--- src/rtl/disp_wr_if.sv ---
// Display text-RAM write port: active-low write/memory enables plus address and digit.
interface disp_wr_if #(
  parameter int unsigned ADDR_W = 7,
  parameter int unsigned DATA_W = 4
);
  logic              wen;
  logic              men;
  logic [ADDR_W-1:0] adr;
  logic [DATA_W-1:0] d;

  modport master (output wen, men, adr, d);
  modport slave  (input  wen, men, adr, d);
endinterface

--- src/rtl/disp_wr_arbiter.sv ---
// Shares the display write port among ERR, RX and TX character sources.
// ERR has strict priority; RX and TX alternate; every write is a 4-cycle strobe sequence.
module disp_wr_arbiter #(
  parameter int unsigned ADDR_W   = 7,
  parameter int unsigned DATA_W   = 4,
  parameter int unsigned MAX_ADDR = 122,
  parameter int unsigned CNT_W    = 8
) (
  input  logic              clk,
  input  logic              rst_n,
  input  logic [2:0]        i_src_en,
  input  logic              i_err_flag,
  input  logic [ADDR_W-1:0] i_err_addr,
  input  logic [DATA_W-1:0] i_err_data,
  input  logic              i_rx_flag,
  input  logic [ADDR_W-1:0] i_rx_addr,
  input  logic [DATA_W-1:0] i_rx_data,
  input  logic              i_tx_flag,
  input  logic [ADDR_W-1:0] i_tx_addr,
  input  logic [DATA_W-1:0] i_tx_data,
  disp_wr_if.master         disp,
  output logic [2:0]        o_grant,
  output logic              o_busy,
  output logic [CNT_W-1:0]  o_drop_cnt
);

  localparam int unsigned SRC_TX  = 0;
  localparam int unsigned SRC_RX  = 1;
  localparam int unsigned SRC_ERR = 2;
  localparam logic [ADDR_W:0] MAX_A = (ADDR_W+1)'(MAX_ADDR);

  typedef enum logic [1:0] {
    ST_IDLE  = 2'd0,
    ST_SETUP = 2'd1,
    ST_WRITE = 2'd2,
    ST_HOLD  = 2'd3
  } state_t;

  state_t            state_q, state_d;
  logic [2:0]        flag_s, rise_s, elig_s, sel_s, take_s;
  logic [2:0]        flag_q;
  logic [2:0]        pend_q, pend_d;
  logic [ADDR_W-1:0] addr_in_s [3];
  logic [DATA_W-1:0] data_in_s [3];
  logic [ADDR_W-1:0] abuf_q [3];
  logic [ADDR_W-1:0] abuf_d [3];
  logic [DATA_W-1:0] dbuf_q [3];
  logic [DATA_W-1:0] dbuf_d [3];
  logic              rr_q, rr_d, rr_sel_s;
  logic [ADDR_W-1:0] adr_q, adr_d;
  logic [DATA_W-1:0] d_q, d_d;
  logic [2:0]        grant_q, grant_d;
  logic              wen_q, wen_d;
  logic              busy_q, busy_d;
  logic [CNT_W-1:0]  drop_q, drop_d;
  logic [1:0]        drop_inc_s;
  logic [CNT_W+1:0]  drop_sum_s;

  assign flag_s = {i_err_flag, i_rx_flag, i_tx_flag};
  assign addr_in_s[SRC_TX]  = i_tx_addr;
  assign addr_in_s[SRC_RX]  = i_rx_addr;
  assign addr_in_s[SRC_ERR] = i_err_addr;
  assign data_in_s[SRC_TX]  = i_tx_data;
  assign data_in_s[SRC_RX]  = i_rx_data;
  assign data_in_s[SRC_ERR] = i_err_data;

  // Winner selection among enabled pending sources; rr_q=0 favours RX, 1 favours TX.
  always_comb begin
    elig_s   = pend_q & i_src_en;
    sel_s    = 3'b000;
    rr_sel_s = rr_q;
    if (elig_s[SRC_ERR]) begin
      sel_s = 3'b100;
    end else if (elig_s[SRC_RX] && elig_s[SRC_TX]) begin
      sel_s    = rr_q ? 3'b001 : 3'b010;
      rr_sel_s = ~rr_q;
    end else if (elig_s[SRC_RX]) begin
      sel_s    = 3'b010;
      rr_sel_s = 1'b1;
    end else if (elig_s[SRC_TX]) begin
      sel_s    = 3'b001;
      rr_sel_s = 1'b0;
    end else begin
      sel_s    = 3'b000;
      rr_sel_s = rr_q;
    end
  end

  // Write sequencer next state and registered display-port values.
  always_comb begin
    state_d = state_q;
    adr_d   = adr_q;
    d_d     = d_q;
    grant_d = grant_q;
    wen_d   = 1'b1;
    rr_d    = rr_q;
    take_s  = 3'b000;
    case (state_q)
      ST_IDLE: begin
        if (|sel_s) begin
          take_s  = sel_s;
          grant_d = sel_s;
          rr_d    = rr_sel_s;
          state_d = ST_SETUP;
          case (sel_s)
            3'b100:  begin adr_d = abuf_q[SRC_ERR]; d_d = dbuf_q[SRC_ERR]; end
            3'b010:  begin adr_d = abuf_q[SRC_RX];  d_d = dbuf_q[SRC_RX];  end
            3'b001:  begin adr_d = abuf_q[SRC_TX];  d_d = dbuf_q[SRC_TX];  end
            default: begin adr_d = adr_q;           d_d = d_q;             end
          endcase
        end else begin
          grant_d = 3'b000;
        end
      end
      ST_SETUP: begin
        wen_d   = 1'b0;
        state_d = ST_WRITE;
      end
      ST_WRITE: begin
        state_d = ST_HOLD;
      end
      ST_HOLD: begin
        grant_d = 3'b000;
        state_d = ST_IDLE;
      end
      default: begin
        grant_d = 3'b000;
        state_d = ST_IDLE;
      end
    endcase
    busy_d = (state_d != ST_IDLE);
  end

  // Capture buffers: a granted source may be refilled by a rise in the same cycle without loss.
  always_comb begin
    rise_s     = flag_s & ~flag_q;
    pend_d     = pend_q;
    abuf_d     = abuf_q;
    dbuf_d     = dbuf_q;
    drop_inc_s = 2'd0;
    for (int i = 0; i < 3; i++) begin
      if (!i_src_en[i]) begin
        pend_d[i] = 1'b0;
      end else if (rise_s[i]) begin
        if ({1'b0, addr_in_s[i]} > MAX_A) begin
          drop_inc_s = drop_inc_s + 2'd1;
          pend_d[i]  = pend_q[i] & ~take_s[i];
        end else begin
          pend_d[i]  = 1'b1;
          abuf_d[i]  = addr_in_s[i];
          dbuf_d[i]  = data_in_s[i];
          drop_inc_s = drop_inc_s + {1'b0, pend_q[i] & ~take_s[i]};
        end
      end else begin
        pend_d[i] = pend_q[i] & ~take_s[i];
      end
    end
    drop_sum_s = {2'b00, drop_q} + {{CNT_W{1'b0}}, drop_inc_s};
    if (drop_sum_s > {2'b00, {CNT_W{1'b1}}}) begin
      drop_d = {CNT_W{1'b1}};
    end else begin
      drop_d = drop_sum_s[CNT_W-1:0];
    end
  end

  // State and output registers.
  always_ff @(posedge clk or negedge rst_n) begin
    if (!rst_n) begin
      state_q <= ST_IDLE;
      flag_q  <= 3'b000;
      pend_q  <= 3'b000;
      abuf_q  <= '{default: '0};
      dbuf_q  <= '{default: '0};
      rr_q    <= 1'b0;
      adr_q   <= {ADDR_W{1'b0}};
      d_q     <= {DATA_W{1'b0}};
      grant_q <= 3'b000;
      wen_q   <= 1'b1;
      busy_q  <= 1'b0;
      drop_q  <= {CNT_W{1'b0}};
    end else begin
      state_q <= state_d;
      flag_q  <= flag_s;
      pend_q  <= pend_d;
      abuf_q  <= abuf_d;
      dbuf_q  <= dbuf_d;
      rr_q    <= rr_d;
      adr_q   <= adr_d;
      d_q     <= d_d;
      grant_q <= grant_d;
      wen_q   <= wen_d;
      busy_q  <= busy_d;
      drop_q  <= drop_d;
    end
  end

  assign disp.wen   = wen_q;
  assign disp.men   = wen_q;
  assign disp.adr   = adr_q;
  assign disp.d     = d_q;
  assign o_grant    = grant_q;
  assign o_busy     = busy_q;
  assign o_drop_cnt = drop_q;

endmodule

--- src/flat_wrapper.sv ---
// flat-port wrapper written by rule: the top's interface ports become plain ports
module disp_wr_arbiter_flat 
#(
  parameter int unsigned ADDR_W   = 7,
  parameter int unsigned DATA_W   = 4,
  parameter int unsigned MAX_ADDR = 122,
  parameter int unsigned CNT_W    = 8
)
  (clk, rst_n, i_src_en, i_err_flag, i_err_addr, i_err_data, i_rx_flag, i_rx_addr, i_rx_data, i_tx_flag, i_tx_addr, i_tx_data, o_grant, o_busy, o_drop_cnt, disp_wen, disp_men, disp_adr, disp_d);
  disp_wr_if #(.ADDR_W(ADDR_W), .DATA_W(DATA_W)) disp_i ();
  input  logic clk;
  input  logic rst_n;
  input  logic [2:0] i_src_en;
  input  logic i_err_flag;
  input  logic [ADDR_W-1:0] i_err_addr;
  input  logic [DATA_W-1:0] i_err_data;
  input  logic i_rx_flag;
  input  logic [ADDR_W-1:0] i_rx_addr;
  input  logic [DATA_W-1:0] i_rx_data;
  input  logic i_tx_flag;
  input  logic [ADDR_W-1:0] i_tx_addr;
  input  logic [DATA_W-1:0] i_tx_data;
  output logic [2:0] o_grant;
  output logic o_busy;
  output logic [CNT_W-1:0] o_drop_cnt;
  output wire logic [$bits(disp_i.wen)-1:0] disp_wen;
  output wire logic [$bits(disp_i.men)-1:0] disp_men;
  output wire logic [$bits(disp_i.adr)-1:0] disp_adr;
  output wire logic [$bits(disp_i.d)-1:0] disp_d;
  assign disp_wen = disp_i.wen;
  assign disp_men = disp_i.men;
  assign disp_adr = disp_i.adr;
  assign disp_d = disp_i.d;
  disp_wr_arbiter #(.ADDR_W(ADDR_W), .DATA_W(DATA_W), .MAX_ADDR(MAX_ADDR), .CNT_W(CNT_W)) u_core (.clk(clk), .rst_n(rst_n), .i_src_en(i_src_en), .i_err_flag(i_err_flag), .i_err_addr(i_err_addr), .i_err_data(i_err_data), .i_rx_flag(i_rx_flag), .i_rx_addr(i_rx_addr), .i_rx_data(i_rx_data), .i_tx_flag(i_tx_flag), .i_tx_addr(i_tx_addr), .i_tx_data(i_tx_data), .disp(disp_i), .o_grant(o_grant), .o_busy(o_busy), .o_drop_cnt(o_drop_cnt));
endmodule
--- config.mk ---
export PLATFORM = sky130hd
export DESIGN_NAME = disp_wr_arbiter_flat
export DESIGN_NICKNAME = d
export VERILOG_FILES = /design/src/rtl/disp_wr_if.sv /design/src/rtl/disp_wr_arbiter.sv /design/src/flat_wrapper.sv
export SDC_FILE = /design/constraint.sdc
export NUM_CORES = 1
export LEC_CHECK = 0
export CAP_MARGIN = 20
export CELL_PAD_IN_SITES_DETAIL_PLACEMENT = 1
export CELL_PAD_IN_SITES_GLOBAL_PLACEMENT = 2
export CORE_UTILIZATION = 41
export DETAILED_ROUTE_END_ITERATION = 16
export DONT_BUFFER_PORTS = 1
export PLACE_DENSITY_LB_ADDON = 0.25
export SLEW_MARGIN = 20
export SYNTH_ARGS = -nofsm -noshare
export SYNTH_HDL_FRONTEND = slang
export SYNTH_SLANG_ARGS = --single-unit
--- constraint.sdc ---
create_clock -name clk -period 4.1 [get_ports clk]
set_input_delay 1.23 -clock clk [delete_from_list [all_inputs] [get_ports clk]]
set_output_delay 1.23 -clock clk [all_outputs]
set_load 0.1 [all_outputs]
==> summary.md <==
| Metric | Value |
|---|---|
| Status | complete, no violations |
| Fin. Hold Viols | 0 |
| Clk Latency, worst-skew pair | 0.34 ns |
| Post-CTS Setup Bufs | 0 |
| Antenna cells | 0 |
| Largest family of logic cells by synthesized area | compound AO/OA/AOI/OAI gates |
| Critical path's slowest cell | or3_1 |
| Simple-gate area share of the yosys netlist | 11.0% |
| # nets final | 320 |
| Root Driver | clkbuf_8 |
| Number of library cell types mapped by synthesis | 46 |
| Slew headroom | 31.9% |
| Most used cell, CP | ha_1 |
| CP required | about 4.4 ns |
| Synth Area in XOR/XNOR | 1.13% |
| CP max FO | 6 |
| Largest net degree at the start of global routing | between 60 and 70 |
| CP endpoint kind | register |
| Total track usage | 20.8% |
| Slew @ Worst Pin | 1.02 ns |
| Port Buffers | 0 |
| Synthesized area | around 3100 µm² |
| Worst-path cell chain | nand4_1 -> or2_2 -> a21oi_1 -> ha_1 -> nand2_1 -> nand3_1 -> ha_1 -> inv_1 -> a32oi_1 -> ha_1 -> inv_1 -> fa_1 -> or3_1 -> nand3_1 |
| RSZ-0062 raised after global routing | no |
| Mapped Nets | 315 |
| Syn Inst Count | 264 |
| Post-DP HPWL | approximately 5500 µm |
| Most frequent cells in the layout | dfrtp_1, mux2_2, nand3_1, inv_1 |
| CP max stage delay | 0.48 ns |
| DR iter-0 viols | 93 |
| GP Congestion | 0.827 |
| Setup TNS | 0 ns |
| Vias per inst | 5.78 |
| Initial Util | a little over two fifths |
| Min Tclk post-route | around 3.7 ns |
| Leading cell type in the layout, fill and taps excluded | dfrtp_1 |
| Max IR drop VDD | ~0.24 mV |
| Die H | about 90 µm |
| Area of the die | 7900 µm² |
| Remaining DRCs | 0 |
| Slew Viols, Final | 0 |
| Period utilization | 89.8% |
| Number of synthesized register bits | 66 |
| Final setup viols | 0 |
| Max-cap violations | 0 |
| Multiplexer share of the synthesized area | between 10% and 20% |
| TritonCTS buffer count | 9 |
| First-pass GRT wire length | 11800 µm |
| Clock share of power | 18.7% |
| H-tree depth | 3 |
| Worst hold path class | register to register |
| Reg2reg setup slack | between 0.4 and 0.5 ns |
| CTS tree | yes |
| Crit start category | input port |
| Synth Area in Adders | 4.28% |
| RR Startpoint | u_core.state_q[0] |
| CP arrival | 3.96 ns |
| Worst hold margin | 0.516 ns |
| Int Pwr | about 0.0013 W |
| Total global routing overflow | 0 |
| Share of power burned in registers | around 65% |
| Warnings, synthesis | 0 |
| Die W | 88.9 µm |
| Hold buffers post-CTS | 0 |
| WL final | approximately 7600 µm |
| Synth top area cells | dfrtp_1, mux2_2, ha_1, a221oi_1, a311oi_1 |
| WS Path Type | input port to register |
| Wire per inst | around 20 µm |
| Primary FF master, synth | dfrtp_1 |
| Comb pwr share | 16.4% |
| Post-cts sizing count | 0 |
| Final setup skew | 0.00720 ns |
| Yosys top cell area share | between 50% and 60% |
| Critical path capture point | u_core.o_drop_cnt[3] |
| ANT nets after route | 0 |
| Worst r2r dst | u_core.o_drop_cnt[3] |
| P&R area growth vs syn | 9.45% |
| Core area | roughly 7300 µm² |
| Rows | 31 |
| Leakage | 1.45 nW |
| Fmax | approximately 270 MHz |
| IO Pins | 66 |
| R2R depth | 16 |
| Switching Share | 51.8% |
| Syn Area/Cell | 11.7 µm² |
| Number of synthesized flops with an enable pin | 0 |
| Compound-Gate Fraction of Synth Area | 13.4% |
| Clock Pin Slew Worst Setup and Hold Paths | approximately 0.070 ns |
| Vias in the first global route | between 2k and 2.5k |
| Register area share after synthesis | 53.4% |
| Layout cells sized above 1 | 23.8% |
| Post-synth top area cell | dfrtp_1 |
| DRT Pass-1 Iters | 4 |
| Post-synth ARST share | 100% |
| Worst setup startpoint | i_tx_addr[3] |
| Clk buf depth | 2 |
| P per Cell Area | 790 nW/µm² |
| Via Count | between 2k and 2.5k |
| Initial antenna violation count | 0 |
| Psw | between 0.001 and 0.0015 W |
| Clk sinks | 66 |
## per-stage QoR
stage	instances	setup WS (ns)	utilization (%)	area (µm²)	total power, W
6_report	372	0.419	46.5	3390	0.00268
5_1_grt	372	0.150	46.5	3390	0.00280
3_3_place_gp	357	0.120	44.0	3210	0.00217
4_1_cts	372	0.402	46.5	3390	0.00270
2_1_floorplan	264	0.0392	-	3100	0.00204
3_5_place_dp	357	0.0411	44.0	3210	0.00219
## final cells by class
| class | count | area [µm²] |
|---|---|---|
| Multi-Input combinational cell | 166 | 1310 |
| Inverter | 18 | 67.6 |
| Sequential cell | 66 | 1650 |
| Clock buffer | 11 | 151 |
| Clock inverter | 4 | 27.5 |
| Timing Repair Buffer | 8 | 60.1 |
| Fill cell | 799 | 3900 |
| Tap cell | 99 | 124 |
## synth_stat cells, types with 2 or more instances
cell	number
o21bai_1	2
ha_1	9
a21boi_0	2
xor2_1	3
clkbuf_1	3
or2_2	2
o21ai_0	5
a311oi_1	11
buf_2	7
nand3_1	18
or3_1	3
mux2_2	34
o2bb2ai_1	2
buf_4	2
dfrtp_1	65
inv_1	18
a21bo_2	3
and3b_1	2
nand2_1	12
nor2_1	12
o21ai_1	2
nand4_1	4
a21oi_1	7
a32o_1	2
a221oi_1	11
nand3b_1	3
## registers in the layout, indices dropped and copies added, names as in the netlist
name,flops
u_core.disp.adr,7
u_core.o_busy,1
u_core.disp.d,4
u_core.o_grant,3
u_core.rr_q,1
u_core.state_q,2
u_core.flag_q,3
u_core.o_drop_cnt,8
u_core.dbuf_q,12
u_core.pend_q,3
u_core.abuf_q,21
u_core.disp.men,1
## how the worst min path moves through the flow
stage               cells past startpoint                end               from  slack, ns
floorplan                               1        u_core.rr_q        u_core.rr_q       0.48
global placement                        1  u_core.dbuf_q[11]  u_core.dbuf_q[11]       0.49
detailed placement                      1  u_core.dbuf_q[11]  u_core.dbuf_q[11]       0.50
CTS                                     1  u_core.dbuf_q[11]  u_core.dbuf_q[11]       0.52
global route                            0   u_core.abuf_q[0]              rst_n       0.54
finish                                  1  u_core.dbuf_q[11]  u_core.dbuf_q[11]       0.52
## worst max-delay path: cells and delay by family
kind / cells / cell delay [ns]
simple gates: 6 / 1.22
fa+ha+maj: 4 / 1.11
compound gates: 2 / 0.28
buf+inv: 2 / 0.09
## power by group through the flow
stage / clock network [W] / logic (W) / registers (W)
after global routing: 0.000546 / 0.000495 / 0.00176
final: 0.000501 / 0.000438 / 0.00174
after detailed placement: 0 / 0.000439 / 0.00175
after CTS: 0.000514 / 0.000441 / 0.00174
after floorplan: 0 / 0.000386 / 0.00166
after global placement: 0 / 0.000425 / 0.00175
## kinds of logic (layout without fill, tap and decap cells)
kind of cell / count (synthesis) / count (layout)
simple gates: 64 / 64
flops: 66 / 66
fa+ha+maj: 10 / 10
xor+xnor: 4 / 4
mux: 34 / 34
buf+inv: 32 / 41
compound gates: 54 / 54
## routing by layer
layer  up-vias  global-route usage [%]  routed length, µm
met3         9                    7.29                518
li1        978                       -                  -
met4         0                    7.18                122
met2        61                    30.7               3490
met1      1104                    28.3               3450
met5         -                       0                  0
No activity file was read; power rests on OpenSTA's default activity.
